$ cat config.mk
export PLATFORM = sky130hd
export DESIGN_NAME = wishbone_master_if
export DESIGN_NICKNAME = d
export VERILOG_FILES = /design/src/rtl/wishbone_master_if.sv
export SDC_FILE = /design/constraint.sdc
export NUM_CORES = 1
export LEC_CHECK = 0
export ABC_AREA = 1
export ABC_CLOCK_PERIOD_IN_PS = 2250
export BUFFER_PORTS_ARGS = -buffer_cell sky130_fd_sc_hd__buf_4
export CAP_MARGIN = 10
export CORE_MARGIN = 4
export CORE_UTILIZATION = 50
export DETAILED_ROUTE_END_ITERATION = 16
export GPL_TIMING_DRIVEN = 0
export PLACE_DENSITY = 0.81
export SLEW_MARGIN = 20
export SYNTH_ARGS = -nofsm -noshare
export SYNTH_HDL_FRONTEND = slang
export SYNTH_SLANG_ARGS = --single-unit
$ cat constraint.sdc
create_clock -name clk -period 2.25 [get_ports clk]
set_input_delay 0.1125 -clock clk [delete_from_list [all_inputs] [get_ports clk]]
set_output_delay 0.1125 -clock clk [all_outputs]
set_load 0.05 [all_outputs]
$ cat src/rtl/wishbone_master_if.sv
// Wishbone B4 classic-cycle master between a CPU pipeline port and the bus.
// The pipeline is stalled for the whole bus cycle. Slave retry, slave error and a watchdog are handled here.
module wishbone_master_if #(
   parameter int AW        = 32,
   parameter int DW        = 32,
   parameter int STALL_W   = 6,
   parameter int MAX_RETRY = 3,
   parameter int TIMEOUT   = 255,
   localparam int SW       = DW / 8
) (
   input  logic               clk,
   input  logic               rst,
   input  logic [STALL_W-1:0] stall_i,
   input  logic               flush_i,
   input  logic               cpu_ce_i,
   input  logic [AW-1:0]      cpu_addr_i,
   input  logic [DW-1:0]      cpu_data_i,
   input  logic               cpu_we_i,
   input  logic [SW-1:0]      cpu_sel_i,
   output logic [DW-1:0]      cpu_data_o,
   output logic               cpu_err_o,
   output logic               stallreq,
   output logic [AW-1:0]      wb_adr_o,
   output logic [DW-1:0]      wb_dat_o,
   output logic               wb_we_o,
   output logic [SW-1:0]      wb_sel_o,
   output logic               wb_stb_o,
   output logic               wb_cyc_o,
   input  logic [DW-1:0]      wb_dat_i,
   input  logic               wb_ack_i,
   input  logic               wb_err_i,
   input  logic               wb_rty_i
);

   localparam int RW = (MAX_RETRY > 0) ? $clog2(MAX_RETRY + 1) : 1;
   localparam int TW = (TIMEOUT > 0) ? $clog2(TIMEOUT + 1) : 1;
   localparam logic [RW-1:0] RETRY_MAX = RW'(MAX_RETRY);
   localparam logic [TW-1:0] TO_LAST   = (TIMEOUT > 0) ? TW'(TIMEOUT - 1) : '0;

   typedef enum logic [1:0] {
      ST_IDLE,
      ST_BUSY,
      ST_BACKOFF,
      ST_HOLD
   } state_t;

   state_t        state_reg;
   logic [DW-1:0] rd_buf_reg;
   logic          err_buf_reg;
   logic [RW-1:0] retry_cnt_reg;
   logic [TW-1:0] to_cnt_reg;

   logic any_resp;
   logic rty_limit;
   logic timeout_hit;
   logic busy_ack;
   logic busy_fail;
   logic busy_retry;
   logic busy_flush;

   // BUSY terminations, already resolved in priority order: ack > error > retry > flush.
   assign any_resp    = wb_ack_i | wb_err_i | wb_rty_i;
   assign rty_limit   = wb_rty_i && (retry_cnt_reg == RETRY_MAX);
   assign timeout_hit = (TIMEOUT != 0) && (to_cnt_reg == TO_LAST) && !any_resp;
   assign busy_ack    = (state_reg == ST_BUSY) && wb_ack_i;
   assign busy_fail   = (state_reg == ST_BUSY) && !wb_ack_i && (wb_err_i || rty_limit || timeout_hit);
   assign busy_retry  = (state_reg == ST_BUSY) && !wb_ack_i && !wb_err_i && wb_rty_i
                        && (retry_cnt_reg < RETRY_MAX);
   assign busy_flush  = (state_reg == ST_BUSY) && !busy_ack && !busy_fail && !busy_retry && flush_i;

   always_comb begin
      stallreq   = 1'b0;
      cpu_data_o = '0;
      cpu_err_o  = 1'b0;
      if (!rst) begin
         case (state_reg)
            ST_IDLE: stallreq = cpu_ce_i && !flush_i;
            ST_BUSY: begin
               if (busy_ack) begin
                  cpu_data_o = wb_we_o ? '0 : wb_dat_i;
               end else if (busy_fail) begin
                  cpu_err_o = 1'b1;
               end else if (busy_retry) begin
                  stallreq = 1'b1;
               end else if (!busy_flush) begin
                  stallreq = 1'b1;
               end
            end
            ST_BACKOFF: stallreq = !flush_i;
            ST_HOLD: begin
               cpu_data_o = rd_buf_reg;
               cpu_err_o  = err_buf_reg;
            end
            default: stallreq = 1'b0;
         endcase
      end
   end

   always_ff @(posedge clk) begin
      if (rst) begin
         state_reg     <= ST_IDLE;
         wb_adr_o      <= '0;
         wb_dat_o      <= '0;
         wb_we_o       <= 1'b0;
         wb_sel_o      <= '0;
         wb_stb_o      <= 1'b0;
         wb_cyc_o      <= 1'b0;
         rd_buf_reg    <= '0;
         err_buf_reg   <= 1'b0;
         retry_cnt_reg <= '0;
         to_cnt_reg    <= '0;
      end else begin
         case (state_reg)
            ST_IDLE: begin
               if (cpu_ce_i && !flush_i) begin
                  wb_adr_o      <= cpu_addr_i;
                  wb_dat_o      <= cpu_data_i;
                  wb_we_o       <= cpu_we_i;
                  wb_sel_o      <= cpu_sel_i;
                  wb_stb_o      <= 1'b1;
                  wb_cyc_o      <= 1'b1;
                  retry_cnt_reg <= '0;
                  to_cnt_reg    <= '0;
                  rd_buf_reg    <= '0;
                  err_buf_reg   <= 1'b0;
                  state_reg     <= ST_BUSY;
               end
            end
            ST_BUSY: begin
               if (busy_ack || busy_fail || busy_flush) begin
                  wb_adr_o <= '0;
                  wb_dat_o <= '0;
                  wb_we_o  <= 1'b0;
                  wb_sel_o <= '0;
                  wb_stb_o <= 1'b0;
                  wb_cyc_o <= 1'b0;
               end
               if (busy_ack) begin
                  rd_buf_reg  <= wb_we_o ? '0 : wb_dat_i;
                  err_buf_reg <= 1'b0;
                  state_reg   <= (|stall_i) ? ST_HOLD : ST_IDLE;
               end else if (busy_fail) begin
                  rd_buf_reg  <= '0;
                  err_buf_reg <= 1'b1;
                  state_reg   <= (|stall_i) ? ST_HOLD : ST_IDLE;
               end else if (busy_retry) begin
                  // Request fields stay on the bus so BACKOFF can re-issue them unchanged.
                  wb_stb_o      <= 1'b0;
                  wb_cyc_o      <= 1'b0;
                  retry_cnt_reg <= retry_cnt_reg + 1'b1;
                  state_reg     <= ST_BACKOFF;
               end else if (busy_flush) begin
                  rd_buf_reg  <= '0;
                  err_buf_reg <= 1'b0;
                  state_reg   <= ST_IDLE;
               end else begin
                  to_cnt_reg <= to_cnt_reg + 1'b1;
               end
            end
            ST_BACKOFF: begin
               if (flush_i) begin
                  wb_adr_o  <= '0;
                  wb_dat_o  <= '0;
                  wb_we_o   <= 1'b0;
                  wb_sel_o  <= '0;
                  wb_stb_o  <= 1'b0;
                  wb_cyc_o  <= 1'b0;
                  state_reg <= ST_IDLE;
               end else begin
                  wb_stb_o   <= 1'b1;
                  wb_cyc_o   <= 1'b1;
                  to_cnt_reg <= '0;
                  state_reg  <= ST_BUSY;
               end
            end
            ST_HOLD: begin
               if (stall_i == '0) begin
                  state_reg <= ST_IDLE;
               end
            end
            default: state_reg <= ST_IDLE;
         endcase
      end
   end

endmodule

# [After elaboration in Yosys (flattened, before gate mapping)]
# Index checks and enable logic that the tools add are counted.
[word_totals] register_bits=116 in_bits=114 out_inout_bits=105
[op_classes] addsub=2 n_lt_le_gt_ge=1 eq_ne=18 n_mux=73 n_bitwise=2 n_reduce_logical=35
[op_table] cell="2-to-1 mux 32 bit" n=12
[op_table] cell="one-hot mux 32 bit (3 select lines)" n=2
[op_table] cell="one-hot mux 32 bit (2 select lines)" n=2
[op_table] cell="2-to-1 mux 8 bit" n=6
[op_table] cell="2-to-1 mux 1 bit" n=27
[op_table] cell="one-hot mux 8 bit (3 select lines)" n=1
[op_table] cell="2-to-1 mux 2 bit" n=11
[op_table] cell="!= test 2 bit, second input constant" n=9
[op_table] cell="logical AND 1 bit" n=13
[op_table] cell="2-to-1 mux 4 bit" n=3
[op_table] cell="one-hot mux 1 bit (3 select lines)" n=4
[op_table] cell="one-hot mux 4 bit (3 select lines)" n=1
[op_table] cell="adder 8 x 1 -> 8 bit, second input constant" n=1
[op_table] cell="== test 8 bit, second input constant" n=1
[op_table] cell="!= test 4 bit, second input constant" n=2
[op_table] cell="one-hot mux 2 bit (4 select lines)" n=1
[op_table] cell="AND reduction 4 bit" n=2
[op_table] cell="zero test 1 bit" n=7
[op_table] cell="AND reduction 7 bit" n=1
[op_table] cell="== test 2 bit, second input constant" n=3
[op_table] cell="zero test 6 bit" n=1
[op_table] cell="OR reduction 6 bit" n=1
[op_table] cell="!= test 5 bit, second input constant" n=1
[op_table] cell="AND reduction 5 bit" n=1
[op_table] cell="other kinds (13)" n=18

# [Depth between registers and ports, before layout]
# Gate-level depths: netlist (run 1).
[logic_depth] ltp_word=16 ltp_mapped=12 mapped_depth_nobuf=12

# [Least setup slack after synthesis (run 1)]
# OpenSTA, ideal clock, no wires.
[synth_timing] path_type="register -> output" startpoint="register state_reg[1]" endpoint="output cpu_data_o[17]" arrival_ps=2154 setup_slack_ps=-17 path_stages_with_launch=9 path_buffers=2 cell_sequence="dfxtp_1 > inv_1 > ha_1 > nand2_1 > nor2_1 > buf_2 > buf_1 > a22oi_1 > nor2_1"
[synth_between] elab_chain_len=5 word_cells_on_any_way=6 cone_classes="eq/ne (2); mux (3); reduce/logical (1)"
[synth_rtl] item="start: declaration" line="47" text="state_t state_reg;"
[synth_rtl] item="start signal: assignment" line="141" text="state_reg <= (|stall_i) ? ST_HOLD : ST_IDLE;"
[synth_rtl] item="start signal: assignment" line="145" text="state_reg <= (|stall_i) ? ST_HOLD : ST_IDLE;"
[synth_rtl] item="== test 2 x 1 -> 1 bit" line="65, 76"
[synth_rtl] item="logical AND 1 bit" line="65" text="assign busy_ack = (state_reg == ST_BUSY) && wb_ack_i;"
[synth_rtl] item="2-to-1 mux 32 bit" line="79" text="if (busy_ack) begin"
[synth_rtl] item="one-hot mux 32 bit (2 select lines) (*)" line="76" text="case (state_reg)"
[synth_rtl] item="2-to-1 mux 32 bit (*)" line="75" text="if (!rst) begin"
[synth_rtl] item="end: declaration" line="20" text="output logic [DW-1:0] cpu_data_o,"
# Every way passes the cells marked *; elsewhere a longest branch is shown, timed or not.

# [Worst setup path after layout (run 1)]
[layout_timing] startpoint="register state_reg[1]" endpoint="output stallreq"
[layout_between] elab_chain_len=14 word_cells_on_any_way=22 cone_classes="eq/ne (2); mux (6); reduce/logical (14)"
[layout_rtl] item="== test 2 x 1 -> 1 bit"
[layout_rtl] item="logical AND 1 bit" line="66, 67"
[layout_rtl] item="logical AND 1 bit (2 in a row)" line="67" text="assign busy_retry = (state_reg == ST_BUSY) && !wb_ack_i && !wb_err_i && wb_rty_i"
[layout_rtl] item="logical AND 1 bit" line="68" text="&& (retry_cnt_reg < RETRY_MAX);"
[layout_rtl] item="zero test 1 bit" line="69" text="assign busy_flush = (state_reg == ST_BUSY) && !busy_ack && !busy_fail && !busy_retry && flush_i;"
[layout_rtl] item="logical AND 1 bit (2 in a row)" line="69"
[layout_rtl] item="2-to-1 mux 1 bit" line="85" text="end else if (!busy_flush) begin"
[layout_rtl] item="2-to-1 mux 1 bit" line="83" text="end else if (busy_retry) begin"
[layout_rtl] item="2-to-1 mux 1 bit" line="81" text="end else if (busy_fail) begin"
[layout_rtl] item="2-to-1 mux 1 bit" line="79"
[layout_rtl] item="one-hot mux 1 bit (3 select lines) (*)" line="76"
[layout_rtl] item="2-to-1 mux 1 bit (*)" line="75"
[layout_rtl] item="end: declaration" line="22" text="output logic stallreq,"
# Marks and branches as above.

==> flow_metrics.env, run 1 <==
export IMPL_start_util=0.510
export IMPL_insertion_delay_ns=0.42
export IMPL_synth_edf_count=0
export IMPL_pre_cts_ws_ns=-0.0567
export IMPL_core_um2=11400
export IMPL_syn_area_um2=5820
export IMPL_crit_chain="inv_2 > ha_4 > inv_2 > nor2_4 > nand3_4 > nand2_2 > nand3_4 > buf_6 > nand3_1 > nand3_1 > inv_1 > buf_6"
export IMPL_use_met2=0.447
export IMPL_ant_nets=0
export IMPL_leakage_nw=4.07
export IMPL_dieWidth_um=116
export IMPL_synth_ff_type="dfxtp_1"
export IMPL_synth_cell_types=27
export IMPL_slew_violations=0
export IMPL_startpoint_type="flip-flop"
export IMPL_rrSetupSlack_ns=0.15
export IMPL_finalCriticalPeriod_ns=2.19
export IMPL_timing_final_crit_share=0.973
export IMPL_p_comb_frac=0.541
export IMPL_synthTopCellsByArea="dfxtp_1 (40%), nor2_1 (12%), a21oi_1 (10%), nand4_1 (8.4%), nand2_1 (7.5%)"
export IMPL_tns_ns=0
export IMPL_hold_viol_final=0
export IMPL_cts_max_level=4
export IMPL_critPathArrivalTime_ns=2.08
export IMPL_drc=0
export IMPL_critPathMaxStageDelay_ns=0.33
export IMPL_worst_slack_ns=0.0601
export IMPL_worstPathRequired_ns=2.14
export IMPL_via_per_inst=5.39
export IMPL_io_buffers=218
export IMPL_maxCapViolCount=0
export IMPL_power_frac_seq=0.254
export IMPL_swShare=0.479
export IMPL_synth_top_area_frac=0.399
export IMPL_postSynthCellCount=865
export IMPL_path_class="reg -> out"
export IMPL_syn_area_per_cell_um2=6.73
export IMPL_slowest_stage="dfxtp_2"
export IMPL_wl_per_cell_um=15.7
export IMPL_drtPass1Iterations=7
export IMPL_cts_root_buf="clkbuf_16"
export IMPL_synth_common_cells="nor2_1 (179), nand2_1 (117), a21oi_1 (116), dfxtp_1 (116), inv_1 (88)"
export IMPL_power_density_nw_per_um2=1440
export IMPL_pin_count=219
export IMPL_gp_congestion=0.853
export IMPL_p_clk_frac=0.204
export IMPL_area_growth_synth_to_final_pct=47.8
export IMPL_crit_family="simple AND/OR/NAND/NOR gates"
export IMPL_fmax_ghz=0.457
export IMPL_clkSinkCount=116
export IMPL_power_switching_mw=5.95
export IMPL_p_int_mw=6.46
export IMPL_worstMarginPinSlew_ns=0.611
export IMPL_use_met3=0.0700
export IMPL_async_reset_ff_frac=0
export IMPL_vias=6931
export IMPL_slew_headroom=0.592
export IMPL_hpwl_mm=13.6
export IMPL_grt_max_degree=19
export IMPL_nets=1253
export IMPL_antenna_cells=0
export IMPL_die_area_um2=13400
export IMPL_synth_most_common_cell="nor2_1"
export IMPL_grtUsageMet1=0.377
export IMPL_peakVddDrop_mv=0.914
export IMPL_overflow=0
export IMPL_first_iter_violations=631
export IMPL_critPathCaptureType="output port"
export IMPL_fillCellCount=884
export IMPL_antenna_found_initial=0
export IMPL_row_count=39
export IMPL_die_height_um=116
export IMPL_yosys_warnings=0
export IMPL_hp_class="in -> reg"
export IMPL_path_max_fanout=6
export IMPL_cts_tree="done"
export IMPL_path_buf_inv=5
export IMPL_track_usage=0.289
export IMPL_syn_nets=987
export IMPL_grt_first_pass_wirelength_mm=30.9
export IMPL_cts_buffers=17
export IMPL_setup_viol=0
export IMPL_skew_ns=0.00721
export IMPL_busiest_layer="met2"
export IMPL_run_status="finished clean"
export IMPL_cts_buffer_depth=2
export IMPL_seq_area_frac_synth=0.399
export IMPL_drive_above_1_share=0.276
export IMPL_ys_seq_elements=116
export IMPL_clkTransAtPathRegs_ns=0.05
export IMPL_totalWireLength_mm=20.2
export IMPL_yosys_area_top_type="dfxtp_1"
export IMPL_grt_pass1_vias=6332
==> worst reg2reg max path: cells and delay by family (launching register included) <==
| family | cells | cell delay, ns |
|---|---|---|
| buf+inv | 4 | 0.83 |
| simple gates | 3 | 0.41 |
| flops | 1 | 0.35 |
| compound gates | 1 | 0.22 |
| fa+ha+maj | 1 | 0.21 |
==> cell type report <==
class                      instances  area, um^2  share of cell area
buffer                            69         332              0.0385
clock buffer                      25         495              0.0576
clock inverter                     5        50.0             0.00582
inverter                          92         345              0.0401
multi-input combinational        586        2930               0.340
sequential                       116        2320               0.270
tap                              143         179              0.0208
timing repair buffer             249        1950               0.227
==> routing by layer <==
metal / vias up / share of wire
li1: 3380 / -
met1: 3150 / 0.41
met2: 339 / 0.47
met3: 62 / 0.080
met4: 0 / 0.040
met5: - / 0
==> cells by family (layout without fill, tap and decap cells) <==
kind of cell / after synthesis / count (layout) / share of synthesized area
XOR/XNOR: 5 / 5 / 0.00752
flip-flops: 116 / 116 / 0.399
AND/OR/NAND/NOR: 393 / 393 / 0.298
adder cells (fa/ha/maj): 8 / 8 / 0.0172
AO/OA/AOI/OAI: 180 / 180 / 0.166
buffers and inverters: 163 / 440 / 0.113
==> cell usage in the layout (no fill, tap or decap), types with 4 or more instances in the layout <==
cell / n
nor2_2: 11
ha_1: 7
clkbuf_8: 4
o21ai_0: 33
dlygate4sd3_1: 24
dfxtp_1: 114
a21oi_1: 115
buf_2: 17
clkbuf_2: 5
buf_6: 10
nor2_1: 167
inv_1: 87
nand4_1: 78
clkbuf_16: 17
a22oi_1: 24
clkinv_2: 4
clkbuf_1: 42
nand3_1: 10
inv_2: 5
nand2_2: 6
nand2_1: 112
buf_4: 223
o21ai_1: 4
==> power groups by stage <==
stage                     Sequential, mW  Combinational (mW)  Clock, mW
final                               3.15                6.72       2.54
after floorplan                     4.58                3.18          0
after detailed placement            3.15                6.45          0
after CTS                           3.13                6.58       2.54
after global routing                3.22                7.27       2.63
after global placement              3.14                6.39          0
==> worst paths after layout <==
check / from / end / cells past startpoint
worst min-delay path: cpu_addr_i[1] / wb_adr_o[1] / 5
worst max register to register: state_reg[1] / wb_sel_o[3] / 9
worst min register to register: wb_sel_o[1] / wb_sel_o[1] / 2
worst max-delay path: state_reg[1] / stallreq / 12
==> per-stage QoR <==
stage                     area, um^2  total power [mW]  cells  hold slack [ns]   util
final                           8610              12.4   1285           0.0498  0.754
after detailed placement        7660              9.61   1226            0.373  0.671
after global placement          7660              9.53   1226            0.364  0.671
after floorplan                 5850              7.76    865            0.268      -
after global routing            8610              13.1   1285           0.0710  0.754
after CTS                       8530              12.3   1280           0.0417  0.747
==> what timing repair did <==
action | in CTS | in global routing
endpoints found under the hold margin | 24 | 0
pin swaps | 0 | 3
hold buffers | 24 | 0
gates resized for setup | 26 | 12
buffers inserted | 1 | 6
endpoints found under the setup margin | 82 | 86
Power figures use the tool's default switching activity.
==> inputs of run 2 (changes only) <==
--- a/config.mk
+++ b/config.mk
@@ -7,13 +7,13 @@
 export LEC_CHECK = 0
 export ABC_AREA = 1
 export ABC_CLOCK_PERIOD_IN_PS = 2250
-export BUFFER_PORTS_ARGS = -buffer_cell sky130_fd_sc_hd__buf_4
 export CAP_MARGIN = 10
 export CORE_MARGIN = 4
 export CORE_UTILIZATION = 50
 export DETAILED_ROUTE_END_ITERATION = 16
+export DONT_BUFFER_PORTS = 1
 export GPL_TIMING_DRIVEN = 0
-export PLACE_DENSITY = 0.81
+export PLACE_DENSITY = 0.7
 export SLEW_MARGIN = 20
 export SYNTH_ARGS = -nofsm -noshare
 export SYNTH_HDL_FRONTEND = slang
==> run 2 against run 1 <==
  * Combinational power decreased by 33%
  * First-iteration DRC count decreased by 14%
  * Critical path type unchanged
  * Non-clock buffer count decreased by 153
  * Total power decreased by 5.3%
  * Via count decreased by 7.9%
  * Clock power about the same
  * Worst hold slack got worse by 0.025 ns
==> flow_metrics.env, run 2 (synthesis results as in run 1) <==
export IMPL_run_status="finished clean"
export IMPL_first_iter_violations=544
export IMPL_pin_count=219
export IMPL_nets=1100
export IMPL_drc=0
export IMPL_r2r_start="state_reg[1]"
export IMPL_totalPowerFinal_mw=11.7
export IMPL_path_buf_inv=1
export IMPL_cts_root_buf="clkbuf_16"
export IMPL_wl_per_cell_um=17.3
export IMPL_critPathCaptureType="output port"
export IMPL_clkSinkCount=116
export IMPL_grt_first_pass_wirelength_mm=30.6
export IMPL_critPathMaxStageDelay_ns=0.39
export IMPL_area_growth_synth_to_final_pct=34.9
export IMPL_clkTransAtPathRegs_ns=0.06
export IMPL_core_um2=11400
export IMPL_worst_slack_ns=0.111
export IMPL_cts_tree="done"
export IMPL_fillCellCount=941
export IMPL_drtPass1Iterations=5
export IMPL_gp_congestion=0.851
export IMPL_final_cell_area_um2=7850
export IMPL_track_usage=0.285
export IMPL_skew_ns=0.00622
export IMPL_start_util=0.510
export IMPL_setup_viol=0
export IMPL_slew_violations=0
export IMPL_slowest_stage="dfxtp_1"
export IMPL_hp_class="in -> reg"
export IMPL_die_height_um=116
export IMPL_reg2reg_depth=13
export IMPL_critPathArrivalTime_ns=2.03
export IMPL_cts_buffer_depth=2
export IMPL_rsz0062_at_grt="yes"
export IMPL_utilization=0.688
export IMPL_overflow=0
export IMPL_ff_latch_area_um2=2320
export IMPL_hold_path_startpoint="wb_dat_i[22]"
export IMPL_dpl_cell_area_um2=6030
export IMPL_slew_headroom=0.511
export IMPL_hold_viol_final=0
export IMPL_dieWidth_um=116
export IMPL_final_cell_mix="nor2_1 (145), nand2_1 (115), a21oi_1 (115), dfxtp_1 (114), dlygate4sd3_1 (92)"
export IMPL_crit_family="simple AND/OR/NAND/NOR gates"
export IMPL_crit_top_cell="nand2_1"
export IMPL_drive_above_1_share=0.122
export IMPL_finalCriticalPeriod_ns=2.14
export IMPL_peakVddDrop_mv=1.05
export IMPL_endpoint="cpu_err_o"
export IMPL_io_buffers=0
export IMPL_cts_max_level=4
export IMPL_hpwl_mm=12.4
export IMPL_via_per_inst=5.62
export IMPL_fmax_ghz=0.468
export IMPL_critPathLaunch="to_cnt_reg[3]"
export IMPL_worstPathRequired_ns=2.14
export IMPL_crit_reg2reg_capture="rd_buf_reg[6]"
export IMPL_vias=6383
export IMPL_tns_ns=0
export IMPL_startpoint_type="flip-flop"
export IMPL_timing_final_crit_share=0.951
export IMPL_path_max_fanout=10
export IMPL_path_class="reg -> out"
export IMPL_rrSetupSlack_ns=0.18
export IMPL_totalWireLength_mm=19.6
export IMPL_pre_cts_ws_ns=-0.337
export IMPL_grt_pass1_vias=6106
export IMPL_die_area_um2=13400
export IMPL_leakage_nw=3.23
export IMPL_cts_buffers=17
export IMPL_crit_chain="nand2_1 > nor2_2 > nand3_2 > nand2_1 > nand2_1 > buf_6 > a21oi_4"
export IMPL_grt_max_degree=18
export IMPL_final_common_cell="nor2_1"
export IMPL_multiInputGateArea_um2=3150
export IMPL_antenna_found_initial=0
export IMPL_row_count=39
export IMPL_worst_path_stages=7
export IMPL_insertion_delay_ns=0.41
export IMPL_ant_nets=0
export IMPL_power_density_nw_per_um2=1500
export IMPL_worstMarginPinSlew_ns=0.734
export IMPL_maxCapViolCount=0
run 2: changes by cell type in the layout (fill, tap and decap cells not counted), sizes merged:
cell,delta
dlygate4sd3,+68
diode,+1
clkinvlp,+5
inv,-1
clkbuf,+1
buf,-224
run 2: repair_timing:
item                                    4_1_cts  5_1_grt
cloned                                        0        0
gates resized for setup                      78       27
buffers inserted                              2        1
endpoints found under the setup margin       34       59
hold buffers                                 92        0
hold endpoints to repair                     92        0
pin swaps                                     4        6
run 2: metal layers:
metal / track usage / part of all wire / vias to the layer above
met1: 0.355 / 0.40 / 2920
met3: 0.0893 / 0.089 / 64
met5: 0 / 0 / -
met2: 0.455 / 0.48 / 310
li1: - / - / 3089
met4: 0.123 / 0.033 / 0
run 2: final cells by class:
cell class,instances,share of cell area
antenna,1,0.000319
buffer,70,0.0451
clock buffer,23,0.0596
clock inverter,9,0.0102
inverter,92,0.0444
multi-input combinational,586,0.401
sequential,116,0.296
tap,143,0.0228
timing repair buffer,95,0.120
run 2: how the worst min path moves through the flow:
stage	endpoint	slack (ns)	cells past startpoint
finish	rd_buf_reg[22]	0.02	4
global route	wb_adr_o[25]	0.04	4
CTS	rd_buf_reg[22]	0.008	4
detailed placement	rd_buf_reg[31]	0.28	2
global placement	rd_buf_reg[0]	0.27	2
floorplan	rd_buf_reg[30]	0.27	2
run 2: power by group:
part,switching (mW),internal [mW]
registers,2.00,2.76
logic,2.97,1.51
clock network,0.948,1.57
total,5.92,5.83
run 2: metrics by stage:
step                std cells  hold WS (ns)
CTS                      1133       0.00827
detailed placement       1008         0.278
global placement         1008         0.274
finish                   1135        0.0249
global route             1134        0.0413
floorplan                 865         0.268
run 2: worst reg2reg max path, cell delays in order, from the launching register on:
cell and delay, ns:
dfxtp_1 0.33, inv_2 0.10, ha_4 0.18, inv_2 0.06
nor2_4 0.11, nand3_2 0.14, nand2_2 0.11, nand3_4 0.07
buf_4 0.23, nand2_4 0.12, inv_2 0.06, buf_2 0.18
o21ai_1 0.20, nor2_1 0.07
